--- src/rtl/cpu_din_sched.sv ---
// Z80 data-in scheduler: picks ROM, RAM, input port or interrupt vector, stretches the cycle
// with WAIT and holds the byte until the read ends. Define INTACK_VEC_EN for the int_vec port.
module cpu_din_sched #(
  parameter logic [15:0] ROM_TOP   = 16'h0FFF,
  parameter logic [7:0]  PORT_ADDR = 8'h00,
  parameter int          ROM_WAIT  = 2,
  parameter int          RAM_WAIT  = 0,
  parameter int          PORT_WAIT = 1
) (
  input  logic        pll0_100MHz,
  input  logic        n_reset,
  input  logic [15:0] cpu_addr,
  input  logic        cpu_mreq_n,
  input  logic        cpu_iorq_n,
  input  logic        cpu_rd_n,
  input  logic        cpu_m1_n,
  input  logic [7:0]  rom_data,
  input  logic [7:0]  ram_data,
  input  logic [7:0]  port_data,
`ifdef INTACK_VEC_EN
  input  logic [7:0]  int_vec,
`endif
  output logic        rom_sel,
  output logic        ram_sel,
  output logic        port_sel,
  output logic        cpu_wait_n,
  output logic [7:0]  cpu_din
);

  typedef enum logic [2:0] {ST_IDLE, ST_DECODE, ST_WAIT, ST_DRIVE, ST_HOLD} state_t;
  typedef enum logic [1:0] {REQ_MEM, REQ_IO, REQ_INTACK} req_t;
  typedef enum logic [2:0] {SRC_ROM, SRC_RAM, SRC_PORT, SRC_FF, SRC_VEC} src_t;

  localparam logic [3:0] ROM_W  = 4'(ROM_WAIT);
  localparam logic [3:0] RAM_W  = 4'(RAM_WAIT);
  localparam logic [3:0] PORT_W = 4'(PORT_WAIT);

  // Strobe order in the synchronizer vectors: {mreq_n, iorq_n, rd_n, m1_n}; reset to inactive.
  logic [3:0] sync1_q, sync2_q;

  always_ff @(posedge pll0_100MHz or negedge n_reset) begin
    if (!n_reset) begin
      sync1_q <= 4'hF;
      sync2_q <= 4'hF;
    end else begin
      sync1_q <= {cpu_mreq_n, cpu_iorq_n, cpu_rd_n, cpu_m1_n};
      sync2_q <= sync1_q;
    end
  end

  logic mreq_n_s, iorq_n_s, rd_n_s, m1_n_s;
  assign {mreq_n_s, iorq_n_s, rd_n_s, m1_n_s} = sync2_q;

  logic mem_rd, io_rd, intack;
  assign mem_rd = !mreq_n_s && !rd_n_s;
  assign io_rd  = !iorq_n_s && !rd_n_s && m1_n_s;
  assign intack = !iorq_n_s && !m1_n_s;

  state_t      state_q, state_d;
  req_t        req_q, req_d;
  logic [15:0] addr_q, addr_d;
  logic [3:0]  cnt_q, cnt_d;
  logic [7:0]  din_q, din_d;

  always_ff @(posedge pll0_100MHz or negedge n_reset) begin
    if (!n_reset) begin
      state_q <= ST_IDLE;
      req_q   <= REQ_MEM;
      addr_q  <= 16'h0000;
      cnt_q   <= 4'd0;
      din_q   <= 8'h00;
    end else begin
      state_q <= state_d;
      req_q   <= req_d;
      addr_q  <= addr_d;
      cnt_q   <= cnt_d;
      din_q   <= din_d;
    end
  end

  // Source is decoded only from the latched address, so later bus changes cannot move it.
  src_t src;
  always_comb begin
    src = SRC_FF;
    case (req_q)
      REQ_MEM: src = (addr_q <= ROM_TOP) ? SRC_ROM : SRC_RAM;
      REQ_IO:  src = (addr_q[7:0] == PORT_ADDR) ? SRC_PORT : SRC_FF;
`ifdef INTACK_VEC_EN
      REQ_INTACK: src = SRC_VEC;
`endif
      default: src = SRC_FF;
    endcase
  end

  logic [3:0] src_wait;
  logic [7:0] src_data;
  always_comb begin
    src_wait = 4'd0;
    src_data = 8'hFF;
    case (src)
      SRC_ROM: begin
        src_wait = ROM_W;
        src_data = rom_data;
      end
      SRC_RAM: begin
        src_wait = RAM_W;
        src_data = ram_data;
      end
      SRC_PORT: begin
        src_wait = PORT_W;
        src_data = port_data;
      end
`ifdef INTACK_VEC_EN
      SRC_VEC: src_data = int_vec;
`endif
      default: begin
        src_wait = 4'd0;
        src_data = 8'hFF;
      end
    endcase
  end

  logic req_live, bus_released;
  always_comb begin
    req_live = 1'b0;
    case (req_q)
      REQ_MEM:    req_live = mem_rd;
      REQ_IO:     req_live = io_rd;
      REQ_INTACK: req_live = intack;
      default:    req_live = 1'b0;
    endcase
  end

  assign bus_released = rd_n_s && ((req_q == REQ_MEM) ? mreq_n_s : iorq_n_s);

  // Any strobe loss before HOLD aborts straight back to IDLE with the bus cleared.
  always_comb begin
    state_d = state_q;
    req_d   = req_q;
    addr_d  = addr_q;
    cnt_d   = cnt_q;
    din_d   = din_q;
    case (state_q)
      ST_IDLE: begin
        din_d = 8'h00;
        cnt_d = 4'd0;
        if (mem_rd || io_rd || intack) begin
          addr_d  = cpu_addr;
          req_d   = mem_rd ? REQ_MEM : (io_rd ? REQ_IO : REQ_INTACK);
          state_d = ST_DECODE;
        end
      end
      ST_DECODE: begin
        if (!req_live) begin
          state_d = ST_IDLE;
          din_d   = 8'h00;
          cnt_d   = 4'd0;
        end else begin
          cnt_d   = src_wait;
          state_d = (src_wait != 4'd0) ? ST_WAIT : ST_DRIVE;
        end
      end
      ST_WAIT: begin
        if (!req_live) begin
          state_d = ST_IDLE;
          din_d   = 8'h00;
          cnt_d   = 4'd0;
        end else begin
          cnt_d = cnt_q - 4'd1;
          if (cnt_q == 4'd1) begin
            state_d = ST_DRIVE;
          end
        end
      end
      ST_DRIVE: begin
        if (!req_live) begin
          state_d = ST_IDLE;
          din_d   = 8'h00;
        end else begin
          din_d   = src_data;
          state_d = ST_HOLD;
        end
        cnt_d = 4'd0;
      end
      ST_HOLD: begin
        if (bus_released) begin
          state_d = ST_IDLE;
          din_d   = 8'h00;
        end
      end
      default: begin
        state_d = ST_IDLE;
        din_d   = 8'h00;
        cnt_d   = 4'd0;
      end
    endcase
  end

  // Outputs decode from registered state only, so reset clears WAIT and selects at once.
  logic busy, stretching;
  assign busy       = (state_q != ST_IDLE);
  assign stretching = (state_q == ST_DECODE) || (state_q == ST_WAIT) || (state_q == ST_DRIVE);

  assign rom_sel    = busy && (src == SRC_ROM);
  assign ram_sel    = busy && (src == SRC_RAM);
  assign port_sel   = busy && (src == SRC_PORT);
  assign cpu_wait_n = !(stretching && (src_wait != 4'd0));
  assign cpu_din    = din_q;

endmodule
--- config.mk ---
export PLATFORM = sky130hd
export DESIGN_NAME = cpu_din_sched
export DESIGN_NICKNAME = d
export VERILOG_FILES = /design/src/rtl/cpu_din_sched.sv
export SDC_FILE = /design/constraint.sdc
export NUM_CORES = 1
export LEC_CHECK = 0
export ABC_AREA = 1
export ABC_CLOCK_PERIOD_IN_PS = 1750
export BUFFER_PORTS_ARGS = -buffer_cell sky130_fd_sc_hd__buf_2
export CAP_MARGIN = 0
export CORE_MARGIN = 1
export CORE_UTILIZATION = 50
export DETAILED_ROUTE_END_ITERATION = 8
export HOLD_SLACK_MARGIN = 0.15
export PLACE_DENSITY = 0.78
export SLEW_MARGIN = 20
export SYNTH_ARGS = -nofsm -noshare
export SYNTH_HDL_FRONTEND = slang
export SYNTH_SLANG_ARGS = --single-unit
export TNS_END_PERCENT = 50
--- constraint.sdc ---
create_clock -name pll0_100MHz -period 1.75 [get_ports pll0_100MHz]
set_clock_uncertainty 0.15 [all_clocks]
set_input_delay 0.0875 -clock pll0_100MHz [delete_from_list [all_inputs] [get_ports pll0_100MHz]]
set_output_delay 0.0875 -clock pll0_100MHz [all_outputs]
set_load 0.01 [all_outputs]
Yosys cells after proc, flatten, opt, wreduce, memory -nomap -nowiden
Cells that the tools add are included.
- register bits: 41
- input port bits: 46
- output and inout port bits: 12
- logic and storage cells: 74
- $add $sub $neg: 1
- $lt $le $gt $ge: 1
- equality and inequality tests: 13
- multiplexer cells: 24
- reduce and logical (&&, ||, !) cells: 28
- operators by type and width (cell ; number):
    $pmux W8 S3 ; 2
    $mux W8 ; 3
    $le A16 B12 Y1 const B ; 1
    $mux W3 ; 5
    $pmux W3 S5 ; 1
    $pmux W4 S3 ; 1
    $eq A3 B2 Y1 const B ; 3
    $logic_and A1 B1 Y1 ; 9
    $logic_not A8 Y1 ; 1
    $mux W2 ; 4
    $pmux W2 S2 ; 2
    $eq A3 B1 Y1 const B ; 2
    $logic_not A3 Y1 ; 2
    $ne A2 B2 Y1 const B ; 3
    $logic_not A1 Y1 ; 5
    $eq A4 B1 Y1 const B ; 1
    $logic_or A1 B1 Y1 ; 4
    $mux W1 ; 4
    $mux W4 ; 1
    $reduce_and A2 Y1 ; 2
    $reduce_bool A4 Y1 ; 1
    $sub A4 B1 Y4 const B ; 1
    $eq A3 B3 Y1 const B ; 1
    $ne A3 B3 Y1 const B ; 1
    other kinds (7) ; 7

Logic depth before layout (Yosys ltp)
Gate-level depths: netlist of run 1.
- depth after elaboration: 9
- mapped depth: 10
- mapped depth without buffers: 10

Least setup slack after synthesis of run 1
No wires, ideal clock.
- kind: register to register
- start: register sync2_q[1]
- end: register addr_q[0]
- library setup time: 116 ps
- arrival: 1271 ps
- required time: 1484 ps
- setup slack: 213 ps
- stages on the path, launching flop included: 11
- path buffers: 1
- clock period less this slack: 1537 ps
- path through: dfstp_2 inv_1 nand2_2 o21ai_1 nor2_1 inv_1 nand2_4 inv_2 buf_6 nand2_1 nand2_1
- cells in the longest elaborated chain, start to end: 6
- elaborated cells on any way between the ends: 7
- ends and longest elaborated chain (what ; line ; RTL):
    start, declared ; 39 ; logic [3:0] sync1_q, sync2_q;
    start signal, assigned ; 47 ; sync2_q <= sync1_q;
    $logic_not A1 Y1 * ; 55, 56 ;
    $logic_and A1 B1 Y1 (2 in a row) ; 56 ; assign io_rd = !iorq_n_s && !rd_n_s && m1_n_s;
    $logic_or A1 B1 Y1 * (2 in a row) ; 147 ; if (mem_rd || io_rd || intack) begin
    $reduce_and A2 Y1 (no source line) * ; - ;
    end signal, assigned ; 75 ; addr_q <= addr_d;
    end, declared ; 61 ; logic [15:0] addr_q, addr_d;
Every way passes the cells marked *; elsewhere a longest branch is shown, timed or not.
A chain may end at the register's enable or synchronous reset.

Final worst setup path of run 1
- start: register addr_q[13]
- end: output cpu_wait_n
- cells in the longest elaborated chain, start to end: 8
- elaborated cells on any way between the ends: 9
- ends and longest elaborated chain (what ; line ; RTL):
    $le A16 B12 Y1 * ; 86 ; REQ_MEM: src = (addr_q <= ROM_TOP) ? SRC_ROM : SRC_RAM;
    $mux W1 * ; 86 ;
    $pmux W2 S2 * ; 85 ; case (req_q)
    $eq A3 B2 Y1 / $logic_not A3 Y1 (equally long branches) ; 100 ; case (src)
    $pmux W2 S2 * ; 100 ;
    $reduce_bool A4 Y1 * ; 207 ; assign cpu_wait_n = !(stretching && (src_wait != 4'd0));
    $logic_and A1 B1 Y1 * ; 207 ;
    $logic_not A1 Y1 * ; 207 ;
    end, declared ; 26 ; output logic cpu_wait_n,
Marked as above.

==> run_results.csv, run 1 <==
group,metric,value,unit
setup_path,worst-endpoint-required,1510,ps
sta,period_utilization_post_route,107,%
clock_network,cts.root.buffer_cell,"sky130_fd_sc_hd__clkbuf_8",
detailed_routing,drt_first_pass_iters,5,
run_status,failing_checks,"negative setup slack",
logic_synthesis,postSynthRegisterBits,37,
logic_synthesis,post_synthesis_area_per_instance,7.76,um2
detailed_routing,post_drt_wl_per_cell,15.4,um
detailed_routing,detailedRoute.firstIterationViolations,233,
final_layout,nets,395,
sta,layout_min_cycle_time,1870,ps
clock_network,insertion_delay,310,ps
clock_network,ctsHtreeMaxLevel,2,
sta,rsz0062_at_grt,"true",
setup_path,timing.critical_path.arrival,1640,ps
setup_path,setup.worst_path.start,"addr_q[13]",
pwr,power.share.combinational,48.1,%
clock_network,cts_num_sinks,37,
detailed_routing,route.met3.wl,456,um
setup_path,endpoint_of_the_most_critical_register_to_register_path,"cpu_din[2]",
setup_path,critical_path_fanout_max,3,
logic_synthesis,synth.most_common_cell,"sky130_fd_sc_hd__nand2_1",
logic_synthesis,synth_top_flop_cell,"sky130_fd_sc_hd__dfrtp_1",
sta,setup_viol_count_final,1,
pwr,total_power,0.00348,W
flow_run,drv.max_cap_violation_count,0,
detailed_routing,met2RoutedLength,3020,um
logic_synthesis,synth_top_area_cell,"sky130_fd_sc_hd__dfrtp_1",
logic_synthesis,synth_async_sr_flop_share,100,%
setup_path,timing.setup.critical_path_class,"reg -> out",
detailed_routing,wirelength_met1,2180,um
die,floorplan.die.width,63.2,um
place,finalWeightedCongestion,0.874,
pwr,peak_supply_drop,0.000934,V
sta,worst-slew-pin-transition,458,ps
place,detailed_place.area,2210,um2
pwr,power_share_of_the_clock_group,17.1,%
final_layout,final_cell_area,2790,um2
final_layout,finish.utilization,80.5,%
die,rows,21,
setup_path,r2r_slack,0,ps
pwr,pwr-share-seq,34.8,%
clock_network,numCtsBuffers,5,
logic_synthesis,synth.net_count,289,
detailed_routing,highest_layer,"met4",
place,pre_cts_ws,66.7,ps
setup_path,worstSetupStartpointType,"register",
setup_path,regToRegStartpoint,"sync2_q[1]",
global_route,wire_length_of_the_first_global_routing_pass,9270,um
global_route,antenna_found_initial,0,
logic_synthesis,ys.warnings.count,0,
die,design.core.area,3470,um2
sta,drv_slew,0,
die,initial_core_util,53.9,%
final_layout,flow.area_growth_from_synthesis,49.3,%
logic_synthesis,cell_variety_after_synth,28,
logic_synthesis,yosysSeqAreaShare,50.0,%
detailed_routing,number_of_routed_nets_with_antenna_violations,0,
clock_network,ctsLongestPathBuffers,2,
setup_path,setup.worst_path.end_class,"output port",
sta,maxSlewHeadroom,69.2,%
die,die_height,63.2,um
sta,layout_setup_ws,-123,ps
die,die_area,3990,um2
pwr,power.share.switching,43.5,%
final_layout,drive_above_1_share,29.3,%
detailed_routing,aggregate_routed_wire_length,6070,um
logic_synthesis,top_area_cell_type_share_of_the_netlist_area,38.8,%
logic_synthesis,yosys-top-cells-count,"106 x sky130_fd_sc_hd__nand2_1, 29 x sky130_fd_sc_hd__dfrtp_1, 23 x sky130_fd_sc_hd__inv_1",
clock_network,clock_pin_slew_worst_setup_and_hold_paths,80,ps
pwr,power_density,1250,nW/um2
sta,whs,197,ps
logic_synthesis,synth.area.top_cells,"sky130_fd_sc_hd__dfrtp_1 39%, sky130_fd_sc_hd__nand2_1 21%, sky130_fd_sc_hd__dfstp_2 11%",
logic_synthesis,count_of_mapped_cells_out_of_synthesis,241,
detailed_routing,routed_via_density,5.34,
sta,final-hold-violation-count,0,
clock_network,tritoncts,"yes",
pwr,intPower,0.00197,W
die,boundaryPins,58,
detailed_routing,detailroute.via_count,2110,
run_status,outcome,"finished with violations",
place,hpwlAfterDp,2890,um
global_route,first_global_vias,2048,
sta,timing.fmax,534,MHz
setup_path,setup.worst_path.end,"cpu_wait_n",
pwr,static_leakage_power,1.49,nW
logic_synthesis,synth_edf_count,0,
pwr,p_switching,0.00152,W
global_route,gr-total-overflow,0,
global_route,grt_usage,31.4,%
global_route,grt_start_max_net_pins,38,
detailed_routing,remaining_drc_errors,0,
place,buffer_ports.inserted,53,
logic_synthesis,netlist_area,1870,um2
setup_path,worst_r2r_path_depth,9,
worst_hold_path,worstHoldPathType,"in -> async",
==> power groups by stage <==
stage	combinational [W]	clock [W]	sequential, W
after global placement	0.00126	0	0.00120
after global routing	0.00183	0.000642	0.00123
after CTS	0.00137	0.000602	0.00120
after detailed placement	0.00128	0	0.00121
after floorplan	0.000932	0	0.00119
final	0.00168	0.000596	0.00121
==> per-stage QoR <==
stage                     TNS [ps]  instances
final                         -123        395
after global routing         -1100        394
after CTS                    -68.4        393
after detailed placement         0        343
after global placement           0        343
after floorplan                  0        241
==> worst max-delay path, cell delays in order, from the launching register on <==
cell and delay (ps):
sky130_fd_sc_hd__dfrtp_1 410, sky130_fd_sc_hd__nor2_1 130, sky130_fd_sc_hd__nand2_2 130, sky130_fd_sc_hd__nand2_2 130
sky130_fd_sc_hd__nand3_2 110, sky130_fd_sc_hd__buf_6 130, sky130_fd_sc_hd__o21bai_4 160, sky130_fd_sc_hd__buf_6 130
==> cell type report <==
cell class                 instances  area [um2]
multi-input combinational        174         863
antenna                            1        2.50
tap                               46        57.6
inverter                          28         109
clock buffer                       5        68.8
sequential                        37         936
fill                             224         676
clock inverter                     3        17.5
timing repair buffer             101         738
==> state kept, by name (all words and copies together), names as in the netlist <==
name     cells
addr_q      12
cpu_din      8
cnt_q        4
sync1_q      4
sync2_q      4
state_q      3
req_q        2
==> placed cells by master, fill, tap and decap left out, types with 5 or more instances in the layout <==
cell and count:
sky130_fd_sc_hd__buf_2 52, sky130_fd_sc_hd__buf_4 6, sky130_fd_sc_hd__clkbuf_8 5, sky130_fd_sc_hd__dfrtp_1 29, sky130_fd_sc_hd__dfstp_2 8, sky130_fd_sc_hd__dlygate4sd3_1 41, sky130_fd_sc_hd__inv_1 23, sky130_fd_sc_hd__nand2_1 102
sky130_fd_sc_hd__nand2_2 7, sky130_fd_sc_hd__nand3_1 20, sky130_fd_sc_hd__nor2_1 12
==> how the worst min path moves through the flow <==
| stage | end | from | cells after the start | slack, ps |
|---|---|---|---|---|
| after floorplan | addr_q[0] | n_reset | 0 | -360 |
| after global placement | cnt_q[2] | n_reset | 2 | -2 |
| after detailed placement | cnt_q[3] | n_reset | 2 | 1 |
| after CTS | sync2_q[3] | sync1_q[3] | 0 | 210 |
| after global routing | sync2_q[3] | sync1_q[3] | 0 | 210 |
| final | cnt_q[3] | n_reset | 3 | 200 |
==> per-layer routing <==
layer | GRT usage [%] | vias to the layer above
met2 | 50.0 | 147
met3 | 8.51 | 43
met1 | 36.3 | 959
met4 | 22.1 | 0
met5 | 0 | -
li1 | - | 961
==> timing repair <==
action	4_1_cts	5_1_grt
gates resized for setup	2	14
hold buffers	41	0
setup endpoints to repair	2	12
pin swaps	2	6
setup buffers	1	1
hold endpoints to repair	61	0
==> kinds of logic after synthesis <==
logic type                 synth area share, %
and+or+nand+nor                           36.0
DFF                                       50.0
buffers and inverters                     6.49
AOI/OAI and AO/OA                         5.22
xor gates and xnor gates                 0.937
adders and majority gates                 1.34
Note: power is estimated with default switching activity, not from simulation.
==> inputs of run 2 (changes only) <==
Settings changed: ABC_CLOCK_PERIOD_IN_PS 1750 to 1950, BUFFER_PORTS_ARGS -buffer_cell sky130_fd_sc_hd__buf_2 to not set, CORE_UTILIZATION 50 to 61, CTS_BUF_LIST set to sky130_fd_sc_hd__clkbuf_2 sky130_fd_sc_hd__clkbuf_4 sky130_fd_sc_hd__clkbuf_8, DONT_BUFFER_PORTS set to 1, PLACE_DENSITY 0.78 to 0.77.
Clock period 1.75 ns to 1.95 ns, I/O delays scaled along.
==> run 2 against run 1 <==
  * Combinational power decreased by 28%
  * Total power decreased by 15%
  * Largest power group unchanged
  * First-iteration DRC count decreased by 51%
  * Global-route usage increased by 2.6 points
  * Clock power increased by 9.9%
  * Sequential share of layout area increased by 3.7 points
  * Worst setup slack improved by 210 ps
  * The run ends with design-rule violations left
  * Non-clock buffer count decreased by 52
  * Utilization increased by 8.3 points
==> run_results.csv, run 2 (synthesis gave the netlist of run 1 again) <==
group,metric,value,unit
run_status,outcome,"finished with violations",
run_status,failing_checks,"design-rule violations",
place,placed_cells_incl_taps,271,
detailed_routing,wirelength_met1,1910,um
die,rows,19,
final_layout,final_cell_mix,"106 x sky130_fd_sc_hd__nand2_1, 46 x sky130_fd_sc_hd__dlygate4sd3_1, 29 x sky130_fd_sc_hd__dfrtp_1",
setup_path,crit_buf_inv,0,
final_layout,registers.top_by_ff_count,"addr_q",
global_route,grt_start_max_net_pins,30,
setup_path,worst-endpoint-required,1700,ps
setup_path,max_stage_delay,400,ps
clock_network,cts_num_sinks,37,
sta,final-hold-violation-count,0,
sta,drv_slew,0,
setup_path,timing.critical_path.arrival,1620,ps
pwr,power_density,1170,nW/um2
clock_network,tritoncts,"yes",
detailed_routing,highest_layer,"met4",
sta,worst-slew-pin-transition,444,ps
final_layout,drive_above_1_share,12.2,%
setup_path,cell_chain_of_the_critical_path,"nor2_1 > nand2_1 > o21ai_0 > nand3_1 > o21bai_2",
final_layout,nets,343,
global_route,gr-total-overflow,0,
detailed_routing,route.met3.wl,271,um
setup_path,critical_path.top_delay_family,"compound AO/OA/AOI/OAI gates",
sta,maxSlewHeadroom,70.2,%
detailed_routing,drt_first_pass_iters,7,
pwr,static_leakage_power,1.28,nW
sta,setup_tns,0,ps
detailed_routing,post_drt_wl_per_cell,15.3,um
die,die_height,57.4,um
global_route,grt_usage,34.0,%
clock_network,ctsLongestPathBuffers,2,
setup_path,worstSetupStartpointType,"register",
detailed_routing,aggregate_routed_wire_length,5020,um
sta,layout_min_cycle_time,1860,ps
detailed_routing,detailroute.via_count,1786,
sta,setup_viol_count_final,0,
final_layout,n_antenna_cell,0,
global_route,wire_length_of_the_first_global_routing_pass,8330,um
die,die_area,3290,um2
detailed_routing,routed_via_density,5.46,
global_route,first_global_vias,1915,
detailed_routing,met2RoutedLength,2610,um
clock_network,ctsHtreeMaxLevel,2,
setup_path,setup.worst_path.end_class,"output port",
worst_hold_path,worstHoldPathType,"reg -> reg",
detailed_routing,detailedRoute.firstIterationViolations,114,
setup_path,crit_slowest_cell,"sky130_fd_sc_hd__dfrtp_1",
final_layout,largest_register_ff_count,12,
detailed_routing,remaining_drc_errors,4,
setup_path,critical_path_fanout_max,3,
place,finalWeightedCongestion,0.863,
detailed_routing,number_of_routed_nets_with_antenna_violations,0,
clock_network,cts.root.buffer_cell,"sky130_fd_sc_hd__clkbuf_4",
place,buffer_ports.inserted,0,
setup_path,timing.setup.critical_path_class,"reg -> out",
flow_run,drv.max_cap_violation_count,0,
sta,timing.fmax,537,MHz
die,floorplan.die.width,57.4,um
final_layout,flow.area_growth_from_synthesis,34.3,%
setup_path,r2r_slack,190,ps
clock_network,numCtsBuffers,5,
die,design.core.area,2830,um2
clock_network,clock_pin_slew_worst_setup_and_hold_paths,110,ps
final_layout,final_cells,327,
global_route,antenna_found_initial,0,
pwr,peak_supply_drop,0.000817,V
clock_network,insertion_delay,350,ps
die,initial_core_util,66.1,%
sta,period_utilization_post_route,95.5,%
clock_network,cts.repair_timing.setup_buffer_count,0,
die,boundaryPins,58,
final_layout,most_common_library_cell_in_the_layout_ignoring_fill_and_taps,"sky130_fd_sc_hd__nand2_1",
place,hpwlAfterDp,2820,um
-- run 2: changes by cell type in the layout (fill, tap and decap cells not counted), moves of 4 or more --
cell,before,now
sky130_fd_sc_hd__clkbuf_4,0,5
sky130_fd_sc_hd__clkbuf_8,5,0
sky130_fd_sc_hd__dlygate4sd3_1,41,46
sky130_fd_sc_hd__buf_2,52,0
sky130_fd_sc_hd__nand2_1,102,106
sky130_fd_sc_hd__buf_4,6,1
sky130_fd_sc_hd__nand2_2,7,3
-- run 2: layout make-up --
class                   count  area, um2
flip-flops and latches     37        936
multi-input cells         174        822
repair buffers             49        508
fillers                   129        317
inverters                  28        105
clock inverters             3       65.1
well taps                  31       38.8
clock buffers               5       37.5
-- run 2: layer usage --
layer | vias to the layer above | GRT usage (%)
met3 | 24 | 8.16
met1 | 820 | 38.1
met2 | 85 | 61.0
met4 | 0 | 15.0
li1 | 857 | -
met5 | - | 0
-- run 2: power breakdown --
group,internal (W),leakage (nW),switching (W),total [W]
sequential,0.000953,0.464,0.000136,0.00109
combinational,0.000411,0.758,0.000796,0.00121
clock,0.000397,0.0552,0.000259,0.000655
-- run 2: final timing paths --
path                       startpoint          to  depth (start not counted)
hold reg to reg            sync1_q[3]  sync2_q[3]                          0
setup reg to reg            addr_q[2]  cpu_din[0]                          8
setup / recovery            addr_q[2]  cpu_wait_n                          5
min in group asynchronous     n_reset  sync2_q[3]                          3
max in group asynchronous     n_reset  cpu_din[0]                          4
hold / removal             sync1_q[3]  sync2_q[3]                          0
-- run 2: per-stage QoR --
stage / power (W) / utilization, % / worst slack, ps / cell area (um2) / hold slack, ps
CTS: 0.00288 / 88.1 / 45.2 / 2490 / 163
detailed placement: 0.00213 / 67.2 / 248 / 1900 / -347
floorplan: 0.00190 / - / 413 / 1870 / -348
finish: 0.00295 / 88.8 / 87.4 / 2510 / 208
global placement: 0.00207 / 67.2 / 286 / 1900 / -347
global route: 0.00316 / 88.8 / -14.9 / 2510 / 225
-- run 2: what timing repair did --
action,CTS,global route
endpoints found under the hold margin,61,6
gates resized for setup,0,3
endpoints found under the setup margin,0,2
hold buffers,47,1
